--- config.mk ---
export PLATFORM = sky130hd
export DESIGN_NAME = scan_counter_display
export DESIGN_NICKNAME = d
export VERILOG_FILES = /design/src/rtl/scan_counter_display_pkg.sv /design/src/rtl/scan_counter_display_debounce_pulse.sv /design/src/rtl/scan_counter_display.sv
export SDC_FILE = /design/constraint.sdc
export NUM_CORES = 1
export LEC_CHECK = 0
export CAP_MARGIN = 30
export CORE_MARGIN = 2
export CORE_UTILIZATION = 62
export CTS_CLUSTER_SIZE = 40
export DETAILED_ROUTE_END_ITERATION = 10
export GPL_TIMING_DRIVEN = 0
export PLACE_DENSITY = 0.79
export SYNTH_ARGS = -nofsm -noshare
export SYNTH_HDL_FRONTEND = slang
export SYNTH_HIERARCHICAL = 1
export SYNTH_SLANG_ARGS = --single-unit
--- constraint.sdc ---
create_clock -name clock -period 3.4 [get_ports clock]
set_input_delay 1.02 -clock clock [delete_from_list [all_inputs] [get_ports clock]]
set_output_delay 1.02 -clock clock [all_outputs]
set_load 0.05 [all_outputs]
--- src/rtl/scan_counter_display_pkg.sv ---
// Shared definitions for the scanned 7-segment up/down counter: segment table,
// debounce state encoding and default parameter values.
package scan_counter_display_pkg;

    localparam int DEF_N_DIGITS    = 4;
    localparam int DEF_DB_CYCLES   = 250000;
    localparam int DEF_SCAN_CYCLES = 50000;

    typedef enum logic [1:0] {
        IDLE         = 2'd0,
        WAIT_PRESS   = 2'd1,
        PRESSED      = 2'd2,
        WAIT_RELEASE = 2'd3
    } db_state_e;

    // Active-low patterns {dp, g..a}; entry 0 is the rightmost element.
    localparam logic [15:0][7:0] SEG_TABLE = {
        8'h8E, 8'h86, 8'hA1, 8'hC6, 8'h83, 8'h88, 8'h90, 8'h80,
        8'hF8, 8'h82, 8'h92, 8'h99, 8'hB0, 8'hA4, 8'hF9, 8'hC0
    };

    function automatic logic [7:0] seg_decode(input logic [3:0] nibble);
        return SEG_TABLE[nibble];
    endfunction

endpackage

--- src/rtl/scan_counter_display_debounce_pulse.sv ---
// Button conditioner: 2-flop synchronizer, 4-state debounce FSM and a single
// registered pulse on each qualified press.
module debounce_pulse
    import scan_counter_display_pkg::*;
#(
    parameter int DB_CYCLES = DEF_DB_CYCLES
) (
    input  logic clock,
    input  logic reset_n,
    input  logic btn,
    output logic pulse
);

    localparam int CNT_W = $clog2(DB_CYCLES + 1);
    localparam logic [CNT_W-1:0] DB_LAST = CNT_W'(DB_CYCLES - 1);
    localparam logic [CNT_W-1:0] CNT_ONE = CNT_W'(1);

    logic [1:0]       sync;
    logic             level;
    db_state_e        state, state_next;
    logic [CNT_W-1:0] cnt, cnt_next;
    logic             pulse_next;

    assign level = sync[1];

    always_ff @(posedge clock or negedge reset_n) begin
        if (!reset_n) begin
            sync  <= '0;
            state <= IDLE;
            cnt   <= '0;
            pulse <= 1'b0;
        end else begin
            sync  <= {sync[0], btn};
            state <= state_next;
            cnt   <= cnt_next;
            pulse <= pulse_next;
        end
    end

    // The level seen on entering a wait state is already the first of the
    // DB_CYCLES stable samples, hence the counter starts at one.
    always_comb begin
        // NOTE: every combinational output gets a default first so no path
        // through the case can leave it unassigned and infer a latch.
        state_next = state;
        cnt_next   = cnt;
        pulse_next = 1'b0;
        case (state)
            IDLE: begin
                if (level) begin
                    state_next = WAIT_PRESS;
                    cnt_next   = CNT_ONE;
                end
            end
            WAIT_PRESS: begin
                if (!level) begin
                    state_next = IDLE;
                    cnt_next   = '0;
                end else if (cnt >= DB_LAST) begin
                    state_next = PRESSED;
                    cnt_next   = '0;
                    pulse_next = 1'b1;
                end else begin
                    cnt_next = cnt + 1'b1;
                end
            end
            PRESSED: begin
                if (!level) begin
                    state_next = WAIT_RELEASE;
                    cnt_next   = CNT_ONE;
                end
            end
            WAIT_RELEASE: begin
                if (level) begin
                    state_next = PRESSED;
                    cnt_next   = '0;
                end else if (cnt >= DB_LAST) begin
                    state_next = IDLE;
                    cnt_next   = '0;
                end else begin
                    cnt_next = cnt + 1'b1;
                end
            end
            default: begin
                state_next = IDLE;
                cnt_next   = '0;
            end
        endcase
    end

endmodule

--- src/rtl/scan_counter_display.sv ---
// Debounced up/down counter (hex or BCD) shown on a multiplexed, active-low
// 7-segment display with one digit enabled at a time.
module scan_counter_display
    import scan_counter_display_pkg::*;
#(
    parameter int N_DIGITS    = DEF_N_DIGITS,
    parameter int DB_CYCLES   = DEF_DB_CYCLES,
    parameter int SCAN_CYCLES = DEF_SCAN_CYCLES
) (
    input  logic                clock,
    input  logic                reset_n,
    input  logic                btn_up,
    input  logic                btn_down,
    input  logic                dec_mode,
    output logic [7:0]          leds,
    output logic [7:0]          segOutput,
    output logic [N_DIGITS-1:0] anodes
);

    localparam int COUNT_W = 4 * N_DIGITS;
    localparam int DIGIT_W = (N_DIGITS > 1) ? $clog2(N_DIGITS) : 1;
    localparam int SCAN_W  = $clog2(SCAN_CYCLES + 1);
    localparam logic [SCAN_W-1:0]  SCAN_LAST  = SCAN_W'(SCAN_CYCLES - 1);
    localparam logic [DIGIT_W-1:0] DIGIT_LAST = DIGIT_W'(N_DIGITS - 1);

    logic [1:0]          rst_pipe;
    logic                rst_n;
    logic                up_pulse, down_pulse;
    logic                mode_q;
    logic [COUNT_W-1:0]  count, count_next;
    logic [SCAN_W-1:0]   scan_cnt;
    logic [DIGIT_W-1:0]  digit;
    logic [3:0]          nibble;
    logic [7:0]          seg_q;
    logic [N_DIGITS-1:0] anodes_q;

    // Reset asserts immediately but releases two clocks later, in step with clock.
    always_ff @(posedge clock or negedge reset_n) begin
        if (!reset_n) rst_pipe <= '0;
        else          rst_pipe <= {rst_pipe[0], 1'b1};
    end
    assign rst_n = rst_pipe[1];

    debounce_pulse #(.DB_CYCLES(DB_CYCLES)) u_db_up (
        .clock  (clock),
        .reset_n(rst_n),
        .btn    (btn_up),
        .pulse  (up_pulse)
    );

    debounce_pulse #(.DB_CYCLES(DB_CYCLES)) u_db_down (
        .clock  (clock),
        .reset_n(rst_n),
        .btn    (btn_down),
        .pulse  (down_pulse)
    );

    // Ripple carry/borrow across BCD digits; all-9s and all-0s wrap naturally.
    function automatic logic [COUNT_W-1:0] bcd_step(input logic [COUNT_W-1:0] value,
                                                   input logic              down);
        logic [COUNT_W-1:0] r;
        logic               carry;
        r     = value;
        carry = 1'b1;
        for (int d = 0; d < N_DIGITS; d++) begin
            if (carry) begin
                if (!down) begin
                    if (r[4*d +: 4] == 4'd9) r[4*d +: 4] = 4'd0;
                    else begin
                        r[4*d +: 4] = r[4*d +: 4] + 4'd1;
                        carry       = 1'b0;
                    end
                end else begin
                    if (r[4*d +: 4] == 4'd0) r[4*d +: 4] = 4'd9;
                    else begin
                        r[4*d +: 4] = r[4*d +: 4] - 4'd1;
                        carry       = 1'b0;
                    end
                end
            end
        end
        return r;
    endfunction

    always_comb begin
        count_next = count;
        if (dec_mode != mode_q) begin
            count_next = '0;
        end else if (up_pulse && !down_pulse) begin
            count_next = dec_mode ? bcd_step(count, 1'b0) : count + 1'b1;
        end else if (down_pulse && !up_pulse) begin
            count_next = dec_mode ? bcd_step(count, 1'b1) : count - 1'b1;
        end
    end

    always_ff @(posedge clock or negedge rst_n) begin
        if (!rst_n) begin
            count  <= '0;
            mode_q <= 1'b0;
        end else begin
            count  <= count_next;
            mode_q <= dec_mode;
        end
    end

    assign nibble = 4'(count >> {digit, 2'b00});

    // Anodes and segments are registered together so they change in the same cycle.
    always_ff @(posedge clock or negedge rst_n) begin
        if (!rst_n) begin
            scan_cnt <= '0;
            digit    <= '0;
            anodes_q <= ~N_DIGITS'(1);
            seg_q    <= seg_decode(4'd0);
        end else begin
            if (scan_cnt == SCAN_LAST) begin
                scan_cnt <= '0;
                digit    <= (digit == DIGIT_LAST) ? '0 : digit + 1'b1;
            end else begin
                scan_cnt <= scan_cnt + 1'b1;
            end
            anodes_q <= ~(N_DIGITS'(1) << digit);
            seg_q    <= seg_decode(nibble);
        end
    end

    assign leds      = 8'(count);
    assign segOutput = seg_q;
    assign anodes    = anodes_q;

endmodule

**Word-level counts from Yosys, hierarchy flattened**

Memory sizes are Yosys's and may differ from the RTL's. A register that Yosys moved wholly into a read port is not among the register bits.
Index checks and enable logic that the tools add are counted.

- Register bits: 87
- ROM bits: 128
- Input port bits: 5
- Output and inout bits: 20
- Logic and storage cells: 161
- Memories: 1

- Add/sub/neg operators: 14
- Magnitude comparators: 2
- Eq/ne operators: 27
- Shift operators: 2
- Mux-type cells: 78
- Bitwise operators: 1
- Reduce and logical (&&, ||, !) cells: 19

Memories:

| memory | words | width | read ports | clocked after Yosys merged registers in | wr ports | RTL line | RTL |
|---|---|---|---|---|---|---|---|
| (name not given) | 16 | 8 | 1 | 1 | 0 | scan_counter_display_pkg.sv:23 | `return SEG_TABLE[nibble];` |

Operator list:

| cell | number |
|---|---|
| 18-bit 2-to-1 mux | 10 |
| 18-bit case mux with 4 select lines | 2 |
| 16-bit 2-to-1 mux | 6 |
| 4-bit 2-to-1 mux | 14 |
| 18-bit by 1-bit adder with 18-bit output (second input constant) | 2 |
| 18-bit greater-or-equal comparator (second input constant) | 2 |
| 16-bit by 1-bit adder with 16-bit output (second input constant) | 2 |
| 1-bit 2-to-1 mux | 31 |
| 2-bit 2-to-1 mux | 13 |
| 4-bit by 1-bit adder with 4-bit output (second input constant) | 4 |
| 16-bit == test (second input constant) | 1 |
| 4-bit == test (second input constant) | 4 |
| 4-bit logical NOT | 4 |
| 2-bit case mux with 4 select lines | 2 |
| 16-bit by 4-bit right shift with 4-bit output | 1 |
| 16-bit by 1-bit subtractor with 16-bit output (second input constant) | 1 |
| 4-bit by 1-bit subtractor with 4-bit output (second input constant) | 4 |
| 4-bit by 1-bit inequality test with 1-bit output (second input constant) | 3 |
| 4-bit by 3-bit inequality test with 1-bit output (second input constant) | 3 |
| 2-bit == test (second input constant) | 5 |
| 3-bit AND reduction | 3 |
| 4-bit AND reduction | 2 |
| 3-bit by 1-bit inequality test with 1-bit output (second input constant) | 2 |
| 3-bit inequality test (second input constant) | 2 |
| other kinds (12) | 20 |

**Logic depth before layout (Yosys ltp)**

Gate-level depths: netlist of the first run.

- Depth in word-level cells: 18
- Gate-level depth with buffers: 8
- Gate-level depth less buffers: 7

**Cells and area by module**

Netlist of the first run, hierarchy kept.

Modules (own cells, without submodules):

| module | times used | cells each | area each (um^2) | sequential area each (um^2) |
|---|---|---|---|---|
| scan_counter_display | 1 | 427 | 3793.6 | 1206.2 |
| debounce_pulse | 2 | 139 | 1372.6 | 575.6 |

**Worst setup path before layout of the first run**

Ideal clock, no wire load.

- Path type: input port to flip-flop
- From: input port dec_mode
- To: register count[5]
- Setup time: 122 ps
- Arrival time: 2165 ps
- Required time: 3278 ps
- Slack: 1113 ps
- Stages on the path: 5
- Buffers on the path: 0
- Cell sequence: ha_1 -> nand2b_1 -> a22oi_1 -> nor2_1 -> a32o_1

- Word-level cells in the longest chain between the ends: 4
- Elaborated cells on any way between the ends: 10
- Classes of those cells: eq/ne (3); mux (5); reduce/logical (2)

RTL lines:

| what | RTL line | RTL |
|---|---|---|
| from (decl) | scan_counter_display.sv:14 | `input logic dec_mode,` |
| 16-bit 2-to-1 mux | scan_counter_display.sv:92 | `count_next = dec_mode ? bcd_step(count, 1'b1) : count - 1'b1;` |
| 16-bit 2-to-1 mux | scan_counter_display.sv:91 | `end else if (down_pulse && !up_pulse) begin` |
| 16-bit 2-to-1 mux | scan_counter_display.sv:89 | `end else if (up_pulse && !down_pulse) begin` |
| 16-bit 2-to-1 mux | scan_counter_display.sv:87 | `if (dec_mode != mode_q) begin` |
| to (signal assigned) | scan_counter_display.sv:101 | `count <= count_next;` |
| to (decl) | scan_counter_display.sv:30 | `logic [COUNT_W-1:0] count, count_next;` |

Several ways; a longest one is shown, not always the timed one. The select of a mux whose other input is x is not followed.
A chain may end at the register's enable or synchronous reset.

**Final worst setup path of the first run**

- From: input port dec_mode
- To: register count[8]

The elaborated chain is that of the path after synthesis.

==> results of run 1 <==
[cell type report]
cell class	count	area, um^2
plain buffers	55	327.8
clock buffers	14	172.7
clock inverters	2	38.79
fillers	837	3090
inverters	33	123.9
multi-input cells	524	3735
flip-flops and latches	94	2361
well taps	136	170.2
repair buffers	24	257.7
[worst max-delay path: stages]
cell             delay (ns)
clkdlybuf4s50_1        0.61
clkbuf_1               0.44
clkbuf_1               0.46
clkbuf_2               0.37
nand2_1                0.08
a21oi_1                0.18
a21oi_1                0.08
o21ai_0                0.23
[final timing paths]
kind,from,end,cells past startpoint
worst max-delay path,dec_mode,count[8],8
worst min-delay path,rst_pipe[1],u_db_down/cnt[9],0
worst max register to register,count[4],count[12],8
worst min register to register,rst_pipe[1],u_db_down/cnt[9],0
max in group asynchronous,rst_pipe[1],segOutput[6],1
min in group clock,u_db_up/sync[0],u_db_up/sync[1],0
[metal layers]
layer | part of all wire, % | routed length [um]
met5 | 0 | 0
met4 | 1.9 | 299
met3 | 7.3 | 1142
met2 | 48 | 7624
met1 | 42 | 6655
[metrics by stage]
step           setup TNS [ns]  std cells  power (mW)  hold WS [ns]  setup WS, ns
3_3_place_gp           -33.18        865       1.772        0.3347       -0.3815
4_1_cts                     0        882       2.590        0.2600        0.1037
6_report                    0        882       2.581        0.2502        0.2041
2_1_floorplan               0        706       1.641        0.3312        0.5948
3_5_place_dp          -0.6178        866       1.787        0.2481       -0.2207
5_1_grt                     0        882       2.717        0.2798       0.06475
[where the power goes]
part | switching (mW) | internal (mW) | leakage [nW] | total (mW)
combinational | 0.349 | 0.241 | 1.66 | 0.590
sequential | 0.0389 | 1.15 | 1.26 | 1.19
clock | 0.401 | 0.403 | 0.107 | 0.804
[sequential cells by signal, indices dropped and copies added, names as in the netlist, named ones only]
name	cells
u_db_down/state	1
segOutput	7
count	16
rst_pipe	2
u_db_down/sync	2
scan_cnt	16
u_db_up/pulse	1
mode_q	1
digit	2
u_db_down/cnt	18
u_db_up/state	1
anodes	4
u_db_up/sync	2
u_db_down/pulse	1
u_db_up/cnt	18
[cells by family after synthesis]
family                     Yosys count  share of synthesized area [%]
muxes                               23                          4.650
and+or+nand+nor                    266                          22.66
xor gates and xnor gates            23                          3.081
AOI/OAI and AO/OA                  181                          21.07
buffers and inverters               88                          6.888
other                                1                        0.05735
DFF                                 94                          36.05
adders and majority gates           29                          5.549
[cells in the final DEF, fill, tap and decap left out, types with 7 or more instances in the layout]
master	instances
dfrtp_1	89
nand2b_1	8
nand2_1	43
o31ai_1	14
buf_4	14
and2_1	12
nand4_1	15
nor3b_1	7
inv_1	32
xnor2_1	9
buf_2	17
clkbuf_8	12
o211ai_1	12
a22o_1	7
ha_1	29
mux2_2	9
a32oi_1	7
and3_1	16
a31oi_1	12
a21oi_1	23
nor3_1	14
nor2_1	48
a41oi_1	7
mux2i_1	9
clkdlybuf4s50_1	23
nor2b_1	12
clkbuf_1	18
nand3_1	45
xor2_1	14
o21ai_0	25
[what timing repair did]
| action | in CTS | in global routing |
|---|---|---|
| endpoints found under the setup margin | 0 | 1 |
| hold buffers | 0 | 0 |
| gates resized for setup | 0 | 2 |
==> flow_metrics.env, run 1 <==
export IMPL_status="finished clean"
export IMPL_rsz0062_at_grt="no"
export IMPL_path_class="in -> reg"
export IMPL_area_growth_pct=9.912
export IMPL_die_w_um=106.7
export IMPL_design_area_um2=7187
export IMPL_fmax_mhz=312.9
export IMPL_slew_limit_headroom_pct=42.00
export IMPL_drv_slew=0
export IMPL_worst_path_max_fanout=10
export IMPL_cts_tree="yes"
export IMPL_power_leakage_nw=3.023
export IMPL_worstPathRequired_ns=3.68
export IMPL_syn_area_per_cell_um2=9.275
export IMPL_antenna_found_initial=0
export IMPL_synth_top_cell_area_share_pct=34.44
export IMPL_final_core_util_pct=69.93
export IMPL_grtUsageMet2_pct=47.00
export IMPL_routabilityCongestion=0.9692
export IMPL_clk_path_buf_depth=2
export IMPL_hold_violations=0
export IMPL_top_usage_layer="met2"
export IMPL_yosysMostFrequentCell="dfrtp_1"
export IMPL_h_tree_depth=3
export IMPL_clk_latency_ns=0.39
export IMPL_hp_class="reg -> async"
export IMPL_diodes=0
export IMPL_ios=25
export IMPL_drt_wirelength_per_cell_um=17.82
export IMPL_yosysWarnings=6
export IMPL_synthCells=705
export IMPL_r2r_setup_slack_ns=0.69
export IMPL_nNetsFinal=775
export IMPL_vias_per_cell=6.566
export IMPL_num_vias=5791
export IMPL_drv_cap=0
export IMPL_port_buffers=23
export IMPL_setup_viol=0
export IMPL_grt_usage_pct=29.17
export IMPL_ys_seq_area_share_pct=36.05
export IMPL_worstSetupEndpointType="flop"
export IMPL_ir_drop_v=0.0002824
export IMPL_skew_ns=0.01994
export IMPL_wl_mm=15.72
export IMPL_yosys_register_bits=94
export IMPL_cts_setup_buffers=0
export IMPL_ys_async_sr_fraction_pct=100.0
export IMPL_fin_crit_sh_pct=94.00
export IMPL_worst_setup_path_start_kind="input port"
export IMPL_clkTransAtPathRegs_ns=0.10
export IMPL_tightest_slew_ns=0.8609
export IMPL_dr_pass1_iters=5
export IMPL_grtUsageMet3_pct=5.106
export IMPL_die_area_um2=11380
export IMPL_fin_crit_ns=3.196
export IMPL_dieHeight_um=106.7
export IMPL_layout_drive_gt1_share_pct=14.21
export IMPL_yosys_top_cells_area="dfrtp_1, ha_1, nand3_1"
export IMPL_grt_overflow_total=0
export IMPL_synth_edff_count=0
export IMPL_synth_area_um2=6539
export IMPL_p_per_area_nw_per_um2=359.1
export IMPL_ant_nets=0
export IMPL_cts_made_buffers=9
export IMPL_cts_sinks=94
export IMPL_synthDistinctLibCells=83
export IMPL_grt_max_degree=71
export IMPL_drc=0
export IMPL_synth_main_ff_cell="dfrtp_1"
export IMPL_netlist_top_cells_count="dfrtp_1, nor2_1, nand3_1"
export IMPL_grt_first_pass_wirelength_mm=26.81
export IMPL_use_met1_pct=39.38
export IMPL_cts_root_buffer="clkbuf_8"
export IMPL_grt_pass1_vias=5589
export IMPL_synth_largest_area_cell="dfrtp_1"
export IMPL_core_rowCount=37
export IMPL_core_um2=10280
export IMPL_placed_area_um2=6974
export IMPL_drtIter0Drc=407
export IMPL_initial_core_util_pct=63.62
export IMPL_dpl_hpwl_mm=11.05
export IMPL_crit_arrival_ns=3.48
Power figures use the tool's default switching activity.
==> inputs of run 2 (changes only) <==
--- a/config.mk
+++ b/config.mk
@@ -8,10 +8,10 @@
 export CAP_MARGIN = 30
 export CORE_MARGIN = 2
 export CORE_UTILIZATION = 62
-export CTS_CLUSTER_SIZE = 40
 export DETAILED_ROUTE_END_ITERATION = 10
 export GPL_TIMING_DRIVEN = 0
 export PLACE_DENSITY = 0.79
+export SKIP_LAST_GASP = 1
 export SYNTH_ARGS = -nofsm -noshare
 export SYNTH_HDL_FRONTEND = slang
 export SYNTH_HIERARCHICAL = 1
==> results of run 2 <==
The final DEF is identical to that of run 1; final timing and power are the same.
==> inputs of run 3 (changes only) <==
--- a/config.mk
+++ b/config.mk
@@ -5,12 +5,13 @@
 export SDC_FILE = /design/constraint.sdc
 export NUM_CORES = 1
 export LEC_CHECK = 0
+export ABC_AREA = 1
 export CAP_MARGIN = 30
 export CORE_MARGIN = 2
-export CORE_UTILIZATION = 62
+export CORE_UTILIZATION = 63
 export DETAILED_ROUTE_END_ITERATION = 10
 export GPL_TIMING_DRIVEN = 0
-export PLACE_DENSITY = 0.79
+export PLACE_DENSITY = 0.8
 export SKIP_LAST_GASP = 1
 export SYNTH_ARGS = -nofsm -noshare
 export SYNTH_HDL_FRONTEND = slang
==> flow_metrics.env, run 3 <==
export IMPL_cp_buffers_inverters=2
export IMPL_synthMuxAreaShare_pct=0
export IMPL_initial_core_util_pct=64.38
export IMPL_path_cells="buf_4 -> clkdlybuf4s50_1"
export IMPL_drtIter0Drc=520
export IMPL_setup_viol=0
export IMPL_layout_commonest_cell="nand2_1"
export IMPL_p_per_area_nw_per_um2=641.1
export IMPL_clk_path_buf_depth=2
export IMPL_clkTransAtPathRegs_ns=0.10
export IMPL_die_w_um=109.3
export IMPL_rsz0062_at_grt="no"
export IMPL_grt_first_pass_wirelength_mm=28.80
export IMPL_synthCells=1013
export IMPL_fmax_mhz=337.0
export IMPL_tightest_slew_ns=0.6355
export IMPL_grt_usage_pct=30.66
export IMPL_crit_arrival_ns=1.95
export IMPL_core_um2=10840
export IMPL_netlist_top_cells_count="nand2_1, nor2_1, inv_1"
export IMPL_worstSetupEndpointType="primary output"
export IMPL_core_rowCount=38
export IMPL_cts_hold_buf=0
export IMPL_slew_limit_headroom_pct=57.40
export IMPL_design_area_um2=7645
export IMPL_h_tree_depth=3
export IMPL_synth_edff_count=0
export IMPL_grt_pass1_vias=6132
export IMPL_ys_seq_area_share_pct=33.78
export IMPL_drv_slew=0
export IMPL_top_regs="u_db_down/cnt x18, u_db_up/cnt x18"
export IMPL_critPathTopFamily="buffers and inverters"
export IMPL_num_vias=6681
export IMPL_synth_xor_xnor_area_share_pct=3.012
export IMPL_nNetsFinal=1083
export IMPL_synth_compound_area_share_pct=10.60
export IMPL_yosys_top_cells_area="dfrtp_1, nand2_1, nand3_1"
export IMPL_wl_mm=17.09
export IMPL_vias_per_cell=5.595
export IMPL_layout_drive_gt1_share_pct=11.20
export IMPL_drt_wirelength_per_cell_um=14.31
export IMPL_register_area_um2=2361
export IMPL_crit_slowest_cell="clkdlybuf4s50_1"
export IMPL_yosys_register_bits=94
export IMPL_cpPeakStageDelay_ns=0.79
export IMPL_port_buffers=23
export IMPL_dieHeight_um=109.3
export IMPL_ctsResizeCount=0
export IMPL_totalPowerFinal_mw=4.901
export IMPL_fin_crit_sh_pct=87.28
export IMPL_fin_crit_ns=2.967
export IMPL_synth_fa_ha_area_share_pct=5.199
export IMPL_antenna_found_initial=0
export IMPL_status="finished clean"
export IMPL_drc=0
export IMPL_synth_largest_area_cell="dfrtp_1"
export IMPL_worst_setup_path_start_kind="flop"
export IMPL_hold_violations=0
export IMPL_diodes=0
export IMPL_power_leakage_nw=3.688
export IMPL_placed_area_um2=7420
export IMPL_skew_ns=0.01193
export IMPL_cts_setup_buffers=0
export IMPL_yosysMostFrequentCell="nand2_1"
export IMPL_worst_path_max_fanout=10
export IMPL_synth_area_um2=6979
export IMPL_cts_tree="yes"
export IMPL_ios=25
export IMPL_ir_drop_v=0.0005744
export IMPL_synth_simple_area_share_pct=37.54
export IMPL_syn_area_per_cell_um2=6.890
export IMPL_synth_top_family_by_area="simple AND/OR/NAND/NOR gates"
export IMPL_crit_cells=2
export IMPL_multi_input_area_um2=3940
export IMPL_synth_main_ff_cell="dfrtp_1"
export IMPL_cts_root_buffer="clkbuf_8"
export IMPL_grt_overflow_total=0
export IMPL_worstRegToRegCells=12
export IMPL_worstPathRequired_ns=2.38
export IMPL_cts_made_buffers=9
export IMPL_die_area_um2=11940
export IMPL_area_growth_pct=9.537
export IMPL_clk_latency_ns=0.39
export IMPL_path_class="reg -> out"
export IMPL_dpl_hpwl_mm=12.65
export IMPL_fill_cells=948
export IMPL_final_cell_mix="nand2_1, nor2_1, inv_1, nand3_1, dfrtp_1"
export IMPL_yosysWarnings=6
export IMPL_ant_nets=0
export IMPL_drv_cap=0
export IMPL_hp_class="reg -> async"
export IMPL_routabilityCongestion=1.003
export IMPL_synthDistinctLibCells=43
export IMPL_grt_max_degree=54
export IMPL_synth_top_cell_area_share_pct=32.27
export IMPL_dr_pass1_iters=5
export IMPL_ys_async_sr_fraction_pct=100.0
export IMPL_cts_sinks=94
==> run 3: report_power, final <==
| part | internal [mW] | leakage, nW | switching (mW) |
|---|---|---|---|
| clock | 0.428 | 0.114 | 0.442 |
| combinational | 0.844 | 2.34 | 1.70 |
| sequential | 1.29 | 1.24 | 0.196 |
==> run 3: final cells by class <==
type	count	share of cell area, %
timing repair buffer	24	3.372
buffer	34	2.930
inverter	123	6.039
tap	140	2.291
multi-input combinational	763	51.54
sequential	94	30.88
clock inverter	6	1.277
clock buffer	10	1.669
==> run 3: worst paths after layout <==
| check | endpoint | slack [ns] | from |
|---|---|---|---|
| min in group clock | u_db_up/sync[1] | 0.36 | u_db_up/sync[0] |
| max in group asynchronous | anodes[2] | 2.38 | rst_pipe[1] |
| min | scan_cnt[12] | 0.32 | rst_pipe[1] |
| min reg2reg | scan_cnt[12] | 0.32 | rst_pipe[1] |
| max reg2reg | count[6] | 1.29 | count[4] |
| max | leds[4] | 0.43 | count[4] |
==> run 3: metal layers <==
metal | wire length, um | up-vias | GRT usage (%)
met1 | 7414 | 3035 | 40.82
met3 | 1337 | 33 | 7.412
met2 | 7930 | 266 | 49.33
met4 | 405 | 0 | 9.855
met5 | 0 | - | 0
li1 | - | 3347 | -
==> run 3: kinds of logic (layout without fill, tap and decap cells) <==
group	count (synthesis)	after routing
other cells	1	2
flops	94	94
fa+ha+maj	29	29
buf+inv	157	197
compound gates	117	117
xor+xnor	24	24
simple gates	591	591
==> run 3: stage by stage <==
step	std cells	setup TNS, ns	hold slack [ns]	setup WS (ns)	util [%]
2_1_floorplan	1014	0	0.3312	0.5948	-
3_3_place_gp	1177	-32.60	0.3320	-0.3769	68.16
3_5_place_dp	1178	0	0.3340	0.4476	68.44
4_1_cts	1194	0	0.3460	0.4278	70.52
5_1_grt	1194	0	0.3763	0.3434	70.52
6_report	1194	0	0.3226	0.4326	70.52
